===== src/rtl/div_seq_pkg.sv =====
// div_seq_pkg: shared constants for the RV32M divide group.
//   - R-type M-extension opcode / funct7
//   - DIV/DIVU/REM/REMU funct3 codes
//   - stall request levels used on the ctrl stall path
package div_seq_pkg;

   localparam logic [6:0] INST_TYPE_R_M = 7'b0110011;
   localparam logic [6:0] FUNCT7_MULDIV = 7'b0000001;

   localparam logic [2:0] INST_DIV  = 3'b100;
   localparam logic [2:0] INST_DIVU = 3'b101;
   localparam logic [2:0] INST_REM  = 3'b110;
   localparam logic [2:0] INST_REMU = 3'b111;

   localparam logic STALL_ENABLE  = 1'b1;
   localparam logic STALL_DISABLE = 1'b0;

   // funct3[0] clear selects the signed variants (DIV/REM).
   function automatic logic op_is_signed(input logic [2:0] funct3);
      return !funct3[0];
   endfunction

   // funct3[1] set selects the remainder variants (REM/REMU).
   function automatic logic op_is_rem(input logic [2:0] funct3);
      return funct3[1];
   endfunction

endpackage


===== src/rtl/div_seq_if.sv =====
// div_seq_if: exe <-> divide sequencer handshake.
//   master (exe side): drives start/funct3/operands/cancel, sees result,
//                      ready, busy and the stall request.
//   slave  (divider):  the reverse.
interface div_seq_if #(
   parameter int DATA_WIDTH = 32
);
   logic                  start_i;
   logic [2:0]            funct3_i;
   logic [DATA_WIDTH-1:0] dividend_i;
   logic [DATA_WIDTH-1:0] divisor_i;
   logic                  cancel_i;
   logic [DATA_WIDTH-1:0] result_o;
   logic                  ready_o;
   logic                  busy_o;
   logic                  stall_req_o;

   modport master (
      output start_i, funct3_i, dividend_i, divisor_i, cancel_i,
      input  result_o, ready_o, busy_o, stall_req_o
   );

   modport slave (
      input  start_i, funct3_i, dividend_i, divisor_i, cancel_i,
      output result_o, ready_o, busy_o, stall_req_o
   );
endinterface


===== src/rtl/div_seq.sv =====
// div_seq: iterative restoring divider for DIV/DIVU/REM/REMU.
//   clk_i  : core clock, all state on rising edge
//   rst_i  : synchronous active-high reset
//   bus    : div_seq_if slave modport
//            start_i/funct3_i/dividend_i/divisor_i sampled in IDLE only,
//            cancel_i abandons any operation, ready_o pulses one cycle
//            with result_o, stall_req_o freezes the pipe up to exe.
// One quotient bit per cycle: DATA_WIDTH cycles in CALC, then one DONE cycle.
// Divide-by-zero and signed overflow skip CALC and go straight to DONE.
module div_seq
   import div_seq_pkg::*;
#(
   parameter int DATA_WIDTH = 32
) (
   input  logic      clk_i,
   input  logic      rst_i,
   div_seq_if.slave  bus
);

   localparam int W  = DATA_WIDTH;
   localparam int CW = (W > 2) ? $clog2(W) : 1;
   localparam logic [CW-1:0] CNT_LAST = CW'(W - 1);

   typedef enum logic [1:0] {
      S_IDLE = 2'd0,
      S_CALC = 2'd1,
      S_DONE = 2'd2
   } state_t;

   state_t        state_q, state_d;
   logic [CW-1:0] cnt_q, cnt_d;
   logic [W:0]    rem_q, rem_d;     // partial remainder, one guard bit
   logic [W-1:0]  qd_q, qd_d;       // dividend shifts out, quotient shifts in
   logic [W-1:0]  dvs_q, dvs_d;     // divisor magnitude
   logic          is_rem_q, is_rem_d;
   logic          neg_q_q, neg_q_d; // negate quotient on exit
   logic          neg_r_q, neg_r_d; // negate remainder on exit
   logic [W-1:0]  result_q, result_d;

   // ---------------------------------------------------------------
   // Operand decode (only meaningful in IDLE)
   // ---------------------------------------------------------------
   logic         op_signed, op_rem, a_neg, b_neg, div_zero, ovf, accept;
   logic [W-1:0] a_mag, b_mag;

   always_comb begin
      op_signed = op_is_signed(bus.funct3_i);
      op_rem    = op_is_rem(bus.funct3_i);
      a_neg     = op_signed & bus.dividend_i[W-1];
      b_neg     = op_signed & bus.divisor_i[W-1];
      a_mag     = a_neg ? (~bus.dividend_i + W'(1)) : bus.dividend_i;
      b_mag     = b_neg ? (~bus.divisor_i  + W'(1)) : bus.divisor_i;
      div_zero  = (bus.divisor_i == '0);
      ovf       = op_signed & (bus.dividend_i == {1'b1, {(W-1){1'b0}}})
                            & (&bus.divisor_i);
      accept    = (state_q == S_IDLE) & bus.start_i & !bus.cancel_i;
   end

   // ---------------------------------------------------------------
   // Restoring step
   // ---------------------------------------------------------------
   logic [W:0]   rem_sh, diff, rem_nx;
   logic         q_bit;
   logic [W-1:0] qd_nx, q_fix, r_fix;

   always_comb begin
      rem_sh = {rem_q[W-1:0], qd_q[W-1]};
      diff   = rem_sh - {1'b0, dvs_q};
      q_bit  = !diff[W];               // no borrow -> divisor fits
      rem_nx = q_bit ? diff : rem_sh;
      qd_nx  = {qd_q[W-2:0], q_bit};
      q_fix  = neg_q_q ? (~qd_nx + W'(1)) : qd_nx;
      r_fix  = neg_r_q ? (~rem_nx[W-1:0] + W'(1)) : rem_nx[W-1:0];
   end

   // ---------------------------------------------------------------
   // State register
   // ---------------------------------------------------------------
   always_ff @(posedge clk_i) begin
      if (rst_i) begin
         state_q  <= S_IDLE;
         cnt_q    <= '0;
         rem_q    <= '0;
         qd_q     <= '0;
         dvs_q    <= '0;
         is_rem_q <= 1'b0;
         neg_q_q  <= 1'b0;
         neg_r_q  <= 1'b0;
         result_q <= '0;
      end else begin
         state_q  <= state_d;
         cnt_q    <= cnt_d;
         rem_q    <= rem_d;
         qd_q     <= qd_d;
         dvs_q    <= dvs_d;
         is_rem_q <= is_rem_d;
         neg_q_q  <= neg_q_d;
         neg_r_q  <= neg_r_d;
         result_q <= result_d;
      end
   end

   // ---------------------------------------------------------------
   // Next state
   // ---------------------------------------------------------------
   always_comb begin
      state_d = state_q;
      unique case (state_q)
         S_IDLE: if (accept) state_d = (div_zero | ovf) ? S_DONE : S_CALC;
         S_CALC: if (cnt_q == CNT_LAST) state_d = S_DONE;
         S_DONE: state_d = S_IDLE;
         default: state_d = S_IDLE;
      endcase
      if (bus.cancel_i) state_d = S_IDLE;
   end

   // ---------------------------------------------------------------
   // Datapath next values
   // ---------------------------------------------------------------
   always_comb begin
      cnt_d    = cnt_q;
      rem_d    = rem_q;
      qd_d     = qd_q;
      dvs_d    = dvs_q;
      is_rem_d = is_rem_q;
      neg_q_d  = neg_q_q;
      neg_r_d  = neg_r_q;
      result_d = result_q;

      if (accept) begin
         is_rem_d = op_rem;
         neg_q_d  = a_neg ^ b_neg;
         neg_r_d  = a_neg;
         cnt_d    = '0;
         if (div_zero) begin
            result_d = op_rem ? bus.dividend_i : '1;
         end else if (ovf) begin
            result_d = op_rem ? '0 : {1'b1, {(W-1){1'b0}}};
         end else begin
            rem_d = '0;
            qd_d  = a_mag;
            dvs_d = b_mag;
         end
      end else if (state_q == S_CALC && !bus.cancel_i) begin
         rem_d = rem_nx;
         qd_d  = qd_nx;
         cnt_d = cnt_q + CW'(1);
         if (cnt_q == CNT_LAST) begin
            cnt_d    = '0;
            result_d = is_rem_q ? r_fix : q_fix;
         end
      end

      if (bus.cancel_i) cnt_d = '0;
   end

   // ---------------------------------------------------------------
   // Outputs
   // ---------------------------------------------------------------
   always_comb begin
      bus.result_o    = result_q;
      bus.ready_o     = (state_q == S_DONE) & !bus.cancel_i;
      bus.busy_o      = (state_q == S_CALC) | (state_q == S_DONE);
      // Dropping stall in DONE lets the pipe advance and take the result.
      bus.stall_req_o = (accept | (state_q == S_CALC)) ? STALL_ENABLE
                                                       : STALL_DISABLE;
   end

endmodule


===== src/flat_wrapper.sv =====
// flat-port wrapper written by rule: the top's interface ports become plain ports
module div_seq_flat import div_seq_pkg::*;
#(
   parameter int DATA_WIDTH = 32
)
  (clk_i, rst_i, bus_start_i, bus_funct3_i, bus_dividend_i, bus_divisor_i, bus_cancel_i, bus_result_o, bus_ready_o, bus_busy_o, bus_stall_req_o);
  div_seq_if #(.DATA_WIDTH(DATA_WIDTH)) bus_i ();
  input  logic clk_i;
  input  logic rst_i;
  input wire logic [$bits(bus_i.start_i)-1:0] bus_start_i;
  input wire logic [$bits(bus_i.funct3_i)-1:0] bus_funct3_i;
  input wire logic [$bits(bus_i.dividend_i)-1:0] bus_dividend_i;
  input wire logic [$bits(bus_i.divisor_i)-1:0] bus_divisor_i;
  input wire logic [$bits(bus_i.cancel_i)-1:0] bus_cancel_i;
  output wire logic [$bits(bus_i.result_o)-1:0] bus_result_o;
  output wire logic [$bits(bus_i.ready_o)-1:0] bus_ready_o;
  output wire logic [$bits(bus_i.busy_o)-1:0] bus_busy_o;
  output wire logic [$bits(bus_i.stall_req_o)-1:0] bus_stall_req_o;
  assign bus_i.start_i = bus_start_i;
  assign bus_i.funct3_i = bus_funct3_i;
  assign bus_i.dividend_i = bus_dividend_i;
  assign bus_i.divisor_i = bus_divisor_i;
  assign bus_i.cancel_i = bus_cancel_i;
  assign bus_result_o = bus_i.result_o;
  assign bus_ready_o = bus_i.ready_o;
  assign bus_busy_o = bus_i.busy_o;
  assign bus_stall_req_o = bus_i.stall_req_o;
  div_seq #(.DATA_WIDTH(DATA_WIDTH)) u_core (.clk_i(clk_i), .rst_i(rst_i), .bus(bus_i));
endmodule

===== config.mk =====
export PLATFORM = sky130hd
export DESIGN_NAME = div_seq_flat
export DESIGN_NICKNAME = d
export VERILOG_FILES = /design/src/rtl/div_seq_pkg.sv /design/src/rtl/div_seq_if.sv /design/src/rtl/div_seq.sv /design/src/flat_wrapper.sv
export SDC_FILE = /design/constraint.sdc
export NUM_CORES = 1
export LEC_CHECK = 0
export CAP_MARGIN = 20
export CORE_MARGIN = 3
export CORE_UTILIZATION = 24
export DETAILED_ROUTE_END_ITERATION = 10
export REMOVE_ABC_BUFFERS = 1
export SLEW_MARGIN = 20
export SYNTH_ARGS = -nofsm -noshare
export SYNTH_HDL_FRONTEND = slang
export SYNTH_SLANG_ARGS = --single-unit

===== constraint.sdc =====
create_clock -name clk_i -period 5 [get_ports clk_i]
set_input_delay 0.75 -clock clk_i [delete_from_list [all_inputs] [get_ports clk_i]]
set_output_delay 0.75 -clock clk_i [all_outputs]
set_load 0.02 [all_outputs]

==> flow_metrics.tcl, run 1 <==
set metrics [dict create \
    whs_ps 465 \
    ys_seq_area_share_pct 23.9 \
    p_comb_share_pct 25.7 \
    max_stage_delay_ps 410 \
    crit_fanout 6 \
    worstMarginPinSlew_ps 1000 \
    ir_drop_uv 212 \
    synthTopCellsByArea "dfxtp_1 24%, nor2_1 8.7%, xnor2_1 6.4%" \
    worstHoldEndpoint "u_core.dvs_q[0]" \
    synth_edf_count 0 \
    remaining_drc_errors 0 \
    clk_pin_slew_ps 60 \
    cpMostUsedCell "buf_4" \
    clk_latency_ps 450 \
    cp_slowest_cell "fa_1" \
    syn-instance-count 1618 \
    finalSetupTns_ps 0 \
    status "finished clean" \
    fmax_mhz 209 \
    critPathRequiredTime_ps 5340 \
    async_flop_share_pct 0 \
    timing.final.max_slew_violations 0 \
    vias 12179 \
    grt_max_degree 66 \
    rows 79 \
    post_cts_buffers 0 \
    io_buffer_count 104 \
    syn_area_per_cell_um2 7.13 \
    grt.overflow.total 0 \
    min_from "u_core.dvs_q[0]" \
    io_pins 106 \
    grt_pass1_vias 11498 \
    ant_nets 0 \
    cts-root-buf "clkbuf_16" \
    internal-power_mw 2.16 \
    yosysWarnings 0 \
    final_hold_viol_count 0 \
    setup_viol 0 \
    p_switching_mw 1.10 \
    power.clock.fraction_pct 38.7 \
    reg2reg_slack_ps 210 \
    reg2reg_to "u_core.bus.result_o[25]" \
    grt_pass1_wl_mm 63.9 \
    crit_chain "inv_1 > ha_1 > fa_1 > and2b_1 > o2111ai_2 > a32o_2 > o211ai_4 > buf_4 > a311o_1 > o211a_1 > nand3_1 > o31a_1 > nor4_1 > buf_4 > o211a_1 > nor3_1 > buf_4 > o31a_1" \
    die-area_um2 50800 \
    p_leak_nw 4.89 \
    coreArea_um2 47100 \
    ys_types 84 \
    cts_tree "done" \
    end_kind "register" \
    cts_sinks 138 \
    grt_use_total_pct 16.0 \
    seqPwrFrac_pct 35.6 \
    fin_crit_ps 4790 \
    hold_path.class "register to register" \
    clk_path_buf_depth 2 \
    rsz0062_at_grt "no" \
    drv_cap 0 \
    dp_hpwl_mm 32.0 \
    cp-start-kind "register" \
    wl_per_cell_um 18.0 \
    finalNetCount 1798 \
    synth_top_cell_by_area "dfxtp_1" \
    p_sw_share_pct 33.8 \
    cp.arrival_ps 5130 \
    synth-main-ff-cell "dfxtp_1" \
    drt_iter0_markers 896 \
    htree_num_levels 4 \
    min_path_cells 2 \
    worst_r2r_path_depth 18 \
    relSlewSlack_pct 33.1 \
    initial_core_util_pct 24.5 \
    drtPass1Iterations 7 \
    path_class "register to register" \
    r2r_start "u_core.qd_q[31]" \
    die_h_um 225 \
    num-fill-cells 5091 \
    routed_wl_mm 41.5 \
    antenna_found_initial 4 \
    gp_congestion 0.914 \
    path_buf_inv 4 \
    synth-seq-cells 138 \
    skew_ps 9.89 \
    drive_gt1_share_pct 6.84 \
    die_x_um 225 \
    via_per_inst 5.28 \
    yosys.area.top_type_share_pct 23.9 \
    mostFrequentLayoutCells "267 x nor2_1, 138 x dfxtp_1, 134 x a21oi_1" \
    hold_buffers 0 \
    period_share_pct 95.8 \
    final_common_cell "nor2_1" \
    cellPowerDensity_nw_per_um2 235 \
    critical-path-top-delay-family "compound AO/OA/AOI/OAI gates" \
    syn2layout_area_growth_pct 20.7 \
    synth_area_um2 11500 \
    numCtsBuffers 17 \
]
tightest hold or removal path: stages (launching register included):
cell and delay [ps]:
dfxtp_1 310, nand2_1 50, a21oi_1 50
layout make-up:
type                            instances  area, µm²  area share, %
Multi-Input combinational cell       1311       8140           58.5
Sequential cell                       138       2760           19.8
Timing Repair Buffer                  154       1450           10.4
Tap cell                              607        759           5.45
Clock buffer                           19        453           3.25
Inverter                               62        235           1.69
Clock inverter                         13        119          0.854
Antenna cell                            2       5.00         0.0359
logic make-up (layout without fill, tap and decap cells):
logic type	after synthesis	in the layout	synth area share [%]
flops	138	138	23.9
xor+xnor	128	128	9.71
compound gates	511	511	29.1
buf+inv	169	248	5.84
mux	30	30	2.67
simple gates	599	599	24.0
fa+ha+maj	43	43	4.73
other cells	0	2	0
layer usage:
layer,wire (µm),track usage [%],vias to the layer above
li1,-,-,6007
met1,17500,19.4,5754
met2,19800,27.2,333
met3,2450,3.22,83
met4,1740,7.40,2
met5,13,0,-
worst max-delay path by stage:
stage | from | endpoint | depth (start not counted)
floorplan | bus_dividend_i[0] | u_core.qd_q[0] | 12
global placement | u_core.qd_q[31] | u_core.bus.result_o[25] | 18
detailed placement | u_core.qd_q[31] | u_core.bus.result_o[22] | 17
CTS | u_core.qd_q[31] | u_core.bus.result_o[25] | 18
global route | u_core.qd_q[31] | u_core.bus.result_o[25] | 18
finish | u_core.qd_q[31] | u_core.bus.result_o[25] | 18
per-stage QoR:
stage | util, % | total power [mW] | cell area (µm²) | setup slack (ps) | instances
detailed placement | 28.4 | 2.02 | 13300 | 235 | 2272
global placement | 28.4 | 2.01 | 13300 | 254 | 2272
finish | 29.6 | 3.27 | 13900 | 208 | 2306
CTS | 29.6 | 3.28 | 13900 | 201 | 2304
global route | 29.6 | 3.42 | 13900 | 8.21 | 2304
floorplan | - | 1.70 | 11100 | -3310 | 1511
power by group through the flow:
stage | clock network (mW) | registers [mW] | logic (mW)
2_1_floorplan | 0 | 1.18 | 0.518
3_3_place_gp | 0 | 1.18 | 0.823
3_5_place_dp | 0 | 1.19 | 0.830
4_1_cts | 1.29 | 1.16 | 0.835
5_1_grt | 1.33 | 1.17 | 0.922
6_report | 1.27 | 1.16 | 0.841
synth_stat cells (23+ instances only):
library cell / instances
mux2i_1: 24
nand2_1: 123
o31ai_1: 25
dfxtp_1: 138
a31oi_1: 49
ha_1: 42
xor2_1: 44
inv_1: 60
nor4_1: 23
clkbuf_1: 85
a211oi_1: 78
a21oi_1: 134
nand3_1: 23
o21ai_0: 96
xnor2_1: 84
nor3_1: 41
nor2_1: 269
flip-flops by register name (all words and copies together), names as in the netlist:
signal / count
u_core.bus.result_o: 32
u_core.cnt_q: 5
u_core.dvs_q: 32
u_core.is_rem_q: 1
u_core.neg_q_q: 1
u_core.neg_r_q: 1
u_core.qd_q: 32
u_core.rem_q: 32
u_core.state_q: 2
repair_timing:
action	4_1_cts	5_1_grt
setup endpoints to repair	0	5
gates resized for setup	0	1
endpoints found under the hold margin	0	0
(Power assumes the default switching activity.)
==> run 2, diff against run 1 <==
--- a/config.mk
+++ b/config.mk
@@ -9,6 +9,7 @@
 export CORE_MARGIN = 3
 export CORE_UTILIZATION = 24
 export DETAILED_ROUTE_END_ITERATION = 10
+export HOLD_SLACK_MARGIN = 0.15
 export REMOVE_ABC_BUFFERS = 1
 export SLEW_MARGIN = 20
 export SYNTH_ARGS = -nofsm -noshare
==> results of run 2 <==
No change in the layout: final DEF, timing and power equal those of run 1.
==> patch 1, RTL diff (flow settings as in run 1) <==
Re-encode `state_t` (3 states) as one-hot, 3 bits wide.
--- a/src/rtl/div_seq.sv
+++ b/src/rtl/div_seq.sv
@@ -21,10 +21,10 @@
    localparam int CW = (W > 2) ? $clog2(W) : 1;
    localparam logic [CW-1:0] CNT_LAST = CW'(W - 1);
 
-   typedef enum logic [1:0] {
-      S_IDLE = 2'd0,
-      S_CALC = 2'd1,
-      S_DONE = 2'd2
+   typedef enum logic [2:0] {
+      S_IDLE = 3'b001,
+      S_CALC = 3'b010,
+      S_DONE = 3'b100
    } state_t;
 
    state_t        state_q, state_d;
Function: same outputs for any inputs over 10 cycles, from zero or initial values and one cycle with rst_i high; not proved beyond that.
==> patch 1 against run 1 <==
Cell area decreased by 1.9%. Via count shrank 4.4%. Power decreased by 1.9%. Sequential cell count is 1 higher. Global-route usage shrank 0.71 points. Synthesized area is 1.6% lower. Setup slack gained 10 ps. Wire length is 5.0% lower. Largest power group unchanged.
==> patch 1: results (changes against run 1) <==
Outcome: complete, no violations (unchanged). The cell-internal power came out at 2.18 mW (was 2.16 mW). The count of different cell masters after synthesis came to 81 (was 84). The total inserted antenna cells is 0 (was 2). The XOR/XNOR share of the synthesized area is 10.7% (was 9.71%). The total number of vias came out at 11,600 (was 12,200). The part of the total power dissipated in combinational logic came out at 23.0% (was 25.7%). The worst slack at placement was 166 ps (was 235 ps). The leakage dissipation was 5.01 nW (was 4.89 nW). The placed cell count is 2,213 (was 2,272). The adder-cell share of the synthesized area is 4.48% (was 4.73%). The wire length of the first global-routing pass came out at 60,900 um (was 63,900 um). The largest stage delay on the critical path is 530 ps (was 410 ps). The average size of a mapped cell came to 7.25 sq um (was 7.13 sq um). The via count of the first global-routing pass is 10,900 (was 11,500). Cells taking the most area after synthesis: sky130_fd_sc_hd__dfxtp_1, sky130_fd_sc_hd__nor2_1, sky130_fd_sc_hd__a21oi_1 (was sky130_fd_sc_hd__dfxtp_1, sky130_fd_sc_hd__nor2_1, sky130_fd_sc_hd__xnor2_1). The number of optimization iterations in the first detailed-route pass was 8 (was 7). The complex-gate fraction of the synthesized area is 27.9% (was 29.1%).

The multi-input logic area is 8000 sq um (was 8140 sq um). The wire length per cell after detailed routing came out at 17.6 um (was 18.0 um). The slew at the pin with the worst max-slew slack came out at 1160 ps (was 1000 ps). The pin count of the biggest net entering global routing was 62 (was 66). The total half-perimeter wirelength after legalization and detailed placement was 30,200 um (was 32,000 um). The placement-stage cell area is 13,000 sq um (was 13,300 sq um).

The top fanout value on the critical path came out at 5 (was 6). The initial antenna violation count was 0 (was 4). The overall global routing resource usage is 15.3% (was 16.0%).

The clock tree skew after final layout came out at 23.5 ps (was 9.89 ps). The slowest stage cell on the critical path is sky130_fd_sc_hd__o41a_4 (was sky130_fd_sc_hd__fa_1). The maximum vdd drop is 240 uV (was 212 uV). The data arrival time at the worst-slack endpoint came out at 5140 ps (was 5130 ps). The first-iteration detailed-routing DRC count is 904 (was 896).

Most frequent cells after synthesis: sky130_fd_sc_hd__nor2_1, sky130_fd_sc_hd__dfxtp_1, sky130_fd_sc_hd__a21oi_1, sky130_fd_sc_hd__nand2_1, sky130_fd_sc_hd__o21ai_0 (unchanged).
==> patch 1: cell types whose count changed after synthesis, moves of 12 or more <==
cell and delta:
sky130_fd_sc_hd__nand2_1 -22, sky130_fd_sc_hd__a31oi_1 -28, sky130_fd_sc_hd__a21o_1 +13, sky130_fd_sc_hd__xor2_1 +16
sky130_fd_sc_hd__a311oi_1 -13, sky130_fd_sc_hd__o22ai_1 +12, sky130_fd_sc_hd__a22oi_1 +13
==> patch 1: final cells by class <==
cell class,instances,area share [%]
multi-input cells,1275,58.6
flip-flops and latches,139,20.4
repair buffers,140,9.76
clock buffers,19,3.24
clock inverters,13,1.05
inverters,53,1.46
well taps,607,5.56
==> patch 1: cells by family after synthesis <==
group | Yosys count
AOI/OAI and AO/OA | 490
and+or+nand+nor | 580
adders and majority gates | 40
xor gates and xnor gates | 137
buffers and inverters | 151
muxes | 28
DFF | 139
==> patch 1: per-layer routing <==
metal,global-route usage [%],share of wire (%),vias up
li1,-,-,5791
met1,19.8,45,5509
met2,25.9,48,292
met3,2.16,4.2,50
met4,5.32,3.0,0
met5,0,0,-
==> patch 1: final timing paths <==
check | startpoint | endpoint | slack [ps] | cells after the start
max | u_core.qd_q[31] | u_core.bus.result_o[30] | 220 | 20
min | u_core.cnt_q[4] | u_core.cnt_q[4] | 460 | 2
max reg2reg | u_core.qd_q[31] | u_core.bus.result_o[30] | 220 | 20
min reg2reg | u_core.cnt_q[4] | u_core.cnt_q[4] | 460 | 2
==> patch 1: repair_timing <==
item                                    4_1_cts  5_1_grt
gates resized for setup                       0        8
endpoints found under the setup margin        0        8
setup buffers                                 0        1
==> patch 1: tightest hold or removal path, stage by stage (launching register included) <==
cell and delay [ps]:
sky130_fd_sc_hd__dfxtp_1 320, sky130_fd_sc_hd__nand2_1 50, sky130_fd_sc_hd__a21oi_1 50
==> patch 2, RTL diff (flow settings as in run 1) <==
Without the edit above. `DATA_WIDTH` is set to 32 in 3 places; all go to 64.
--- a/src/rtl/div_seq_if.sv
+++ b/src/rtl/div_seq_if.sv
@@ -3,7 +3,7 @@
 //                      ready, busy and the stall request.
 //   slave  (divider):  the reverse.
 interface div_seq_if #(
-   parameter int DATA_WIDTH = 32
+   parameter int DATA_WIDTH = 64
 );
    logic                  start_i;
    logic [2:0]            funct3_i;
--- a/src/rtl/div_seq.sv
+++ b/src/rtl/div_seq.sv
@@ -10,7 +10,7 @@
 module div_seq
    import div_seq_pkg::*;
 #(
-   parameter int DATA_WIDTH = 32
+   parameter int DATA_WIDTH = 64
 ) (
    input  logic      clk_i,
    input  logic      rst_i,
--- a/src/flat_wrapper.sv
+++ b/src/flat_wrapper.sv
@@ -1,7 +1,7 @@
 // flat-port wrapper written by rule: the top's interface ports become plain ports
 module div_seq_flat import div_seq_pkg::*;
 #(
-   parameter int DATA_WIDTH = 32
+   parameter int DATA_WIDTH = 64
 )
   (clk_i, rst_i, bus_start_i, bus_funct3_i, bus_dividend_i, bus_divisor_i, bus_cancel_i, bus_result_o, bus_ready_o, bus_busy_o, bus_stall_req_o);
   div_seq_if #(.DATA_WIDTH(DATA_WIDTH)) bus_i ();
Interface: changed (resized bus_dividend_i, bus_divisor_i and bus_result_o); port bits go from 106 to 202. No check against the original RTL was run, so the function may have changed too.
==> patch 2 against run 1 <==
The flow now finishes with violations (negative setup slack). Clock power grew 110%. Hold slack got worse by 14 ps. Wire length rose to 2.6 times the old value. Synthesized area rose by 110%. Cell area up 140%. Setup slack worse by 420 ps. Sequential cell count is 129 higher. Power grew 120%. Critical path type unchanged. Largest power group unchanged. Highest routed layer unchanged.
==> patch 2: results (changes against run 1) <==
The met1 layer usage reported by global route is 25.7% (was 19.4%). The maximum level of the CTS H-tree is 2 (was 4). The count of different cell masters after synthesis is 94 (was 84).

The total met3 wirelength after detailed routing is 7530 um (was 2450 um). The routing usage on met2 came to 31.9% (was 27.2%). The cell-internal power is 4.71 mW (was 2.16 mW). The wire length on met2 came out at 47,400 um (was 19,800 um). The number of optimization iterations in the first detailed-route pass is 5 (was 7). The via count of the first global-routing pass is 26,500 (was 11,500).

The maximum vdd drop came out at 142 uV (was 212 uV). Most frequent cells after synthesis: sky130_fd_sc_hd__nor2_1, sky130_fd_sc_hd__nand2_1, sky130_fd_sc_hd__a21oi_1, sky130_fd_sc_hd__dfxtp_1, sky130_fd_sc_hd__o21ai_0 (was sky130_fd_sc_hd__nor2_1, sky130_fd_sc_hd__dfxtp_1, sky130_fd_sc_hd__a21oi_1, sky130_fd_sc_hd__nand2_1, sky130_fd_sc_hd__o21ai_0). The minimum setup slack in the final design is -210 ps (was 208 ps).

The startpoint of the worst register-to-register path is u_core.rem_q[12] (was u_core.qd_q[31]). The total half-perimeter wirelength after legalization and detailed placement is 84,600 um (was 32,000 um). The final setup violation count was 10 (was 0). Outcome: finished with violations (was complete, no violations). The wire length of the first global-routing pass came out at 161,000 um (was 63,900 um). The post-detailed-routing wire length came out at 107,000 um (was 41,500 um).

The hold slack is 451 ps (was 465 ps). The clock tree skew after final layout was 14.2 ps (was 9.89 ps). The relative max-transition margin was 31.3% (was 33.1%). The number of buffers inserted during clock tree synthesis was 34 (was 17). The placement-stage cell area came to 30,900 sq um (was 13,300 sq um).

The total of fill cells in the finished design came out at 10,500 (was 5,091). Cells taking the most area after synthesis: sky130_fd_sc_hd__dfxtp_1, sky130_fd_sc_hd__nor2_1, sky130_fd_sc_hd__a21oi_1 (was sky130_fd_sc_hd__dfxtp_1, sky130_fd_sc_hd__nor2_1, sky130_fd_sc_hd__xnor2_1). The cell depth of the worst flop-to-flop path is 23 (was 18).

The worst slack at placement is -762 ps (was 235 ps). The total number of vias is 28,200 (was 12,200). The final reports fail on negative setup slack.

The maximum count of clock buffers along a single path came to 3 (was 2). The count of port buffers added during placement came out at 200 (was 104). The first-iteration detailed-routing DRC count is 2,603 (was 896).
-- patch 2: worst max-delay path, cell delays in order (launching register included) --
cell,delay (ps)
sky130_fd_sc_hd__dfxtp_2,340
sky130_fd_sc_hd__ha_4,250
sky130_fd_sc_hd__a21oi_4,130
sky130_fd_sc_hd__o21ai_2,100
sky130_fd_sc_hd__a21o_1,210
sky130_fd_sc_hd__or4_4,560
sky130_fd_sc_hd__o2111a_1,300
sky130_fd_sc_hd__a211oi_4,210
sky130_fd_sc_hd__buf_12,160
sky130_fd_sc_hd__inv_12,40
sky130_fd_sc_hd__a21oi_4,160
sky130_fd_sc_hd__ha_4,170
sky130_fd_sc_hd__buf_6,100
sky130_fd_sc_hd__nand3_4,60
sky130_fd_sc_hd__or3_4,420
sky130_fd_sc_hd__nor3b_4,230
sky130_fd_sc_hd__nor3b_4,240
sky130_fd_sc_hd__o22ai_2,130
sky130_fd_sc_hd__buf_4,160
sky130_fd_sc_hd__or3_4,440
sky130_fd_sc_hd__buf_6,160
sky130_fd_sc_hd__nor3b_4,210
sky130_fd_sc_hd__mux2i_1,210
sky130_fd_sc_hd__a22o_1,140
-- patch 2: final cells by class --
type	count	area [sq um]	share of cell area, %
clock buffers	44	982	2.96
inverters	103	399	1.20
flip-flops and latches	267	5370	16.2
clock inverters	14	204	0.615
repair buffers	771	6480	19.5
diodes	6	15.0	0.0453
well taps	1287	1610	4.86
multi-input cells	2824	18100	54.6
-- patch 2: logic make-up after synthesis --
family                     share of synthesized area (%)
and+or+nand+nor                                     26.8
AOI/OAI and AO/OA                                   30.0
buffers and inverters                               5.58
DFF                                                 22.3
xor gates and xnor gates                            8.92
adders and majority gates                           3.90
muxes                                               2.48
-- patch 2: worst min path at each step --
stage | to | cells past startpoint
detailed placement | u_core.dvs_q[44] | 2
finish | u_core.bus.result_o[9] | 2
global route | u_core.dvs_q[52] | 2
floorplan | u_core.dvs_q[44] | 2
CTS | u_core.dvs_q[44] | 2
global placement | u_core.bus.result_o[12] | 2
-- patch 2: metrics by stage --
step,std cells,TNS [ps]
CTS,5305,-113
global placement,5224,-11620
detailed placement,5224,-14200
global route,5311,-3790
finish,5316,-1350
floorplan,3194,-1218180
-- patch 2: power by group through the flow --
stage / registers, mW / logic (mW) / clock network, mW
after floorplan: 2.28 / 1.06 / 0
after global routing: 2.25 / 2.29 / 2.84
after global placement: 2.29 / 1.96 / 0
after detailed placement: 2.29 / 1.97 / 0
final: 2.25 / 2.12 / 2.72
after CTS: 2.24 / 2.05 / 2.78
-- patch 2: what timing repair did --
item | in CTS | in global routing
hold buffers | 0 | 0
buffers inserted | 24 | 14
pin swaps | 27 | 63
resized for setup | 88 | 102
setup endpoints to repair | 33 | 46
endpoints found under the hold margin | 0 | 0
cloned | 0 | 0
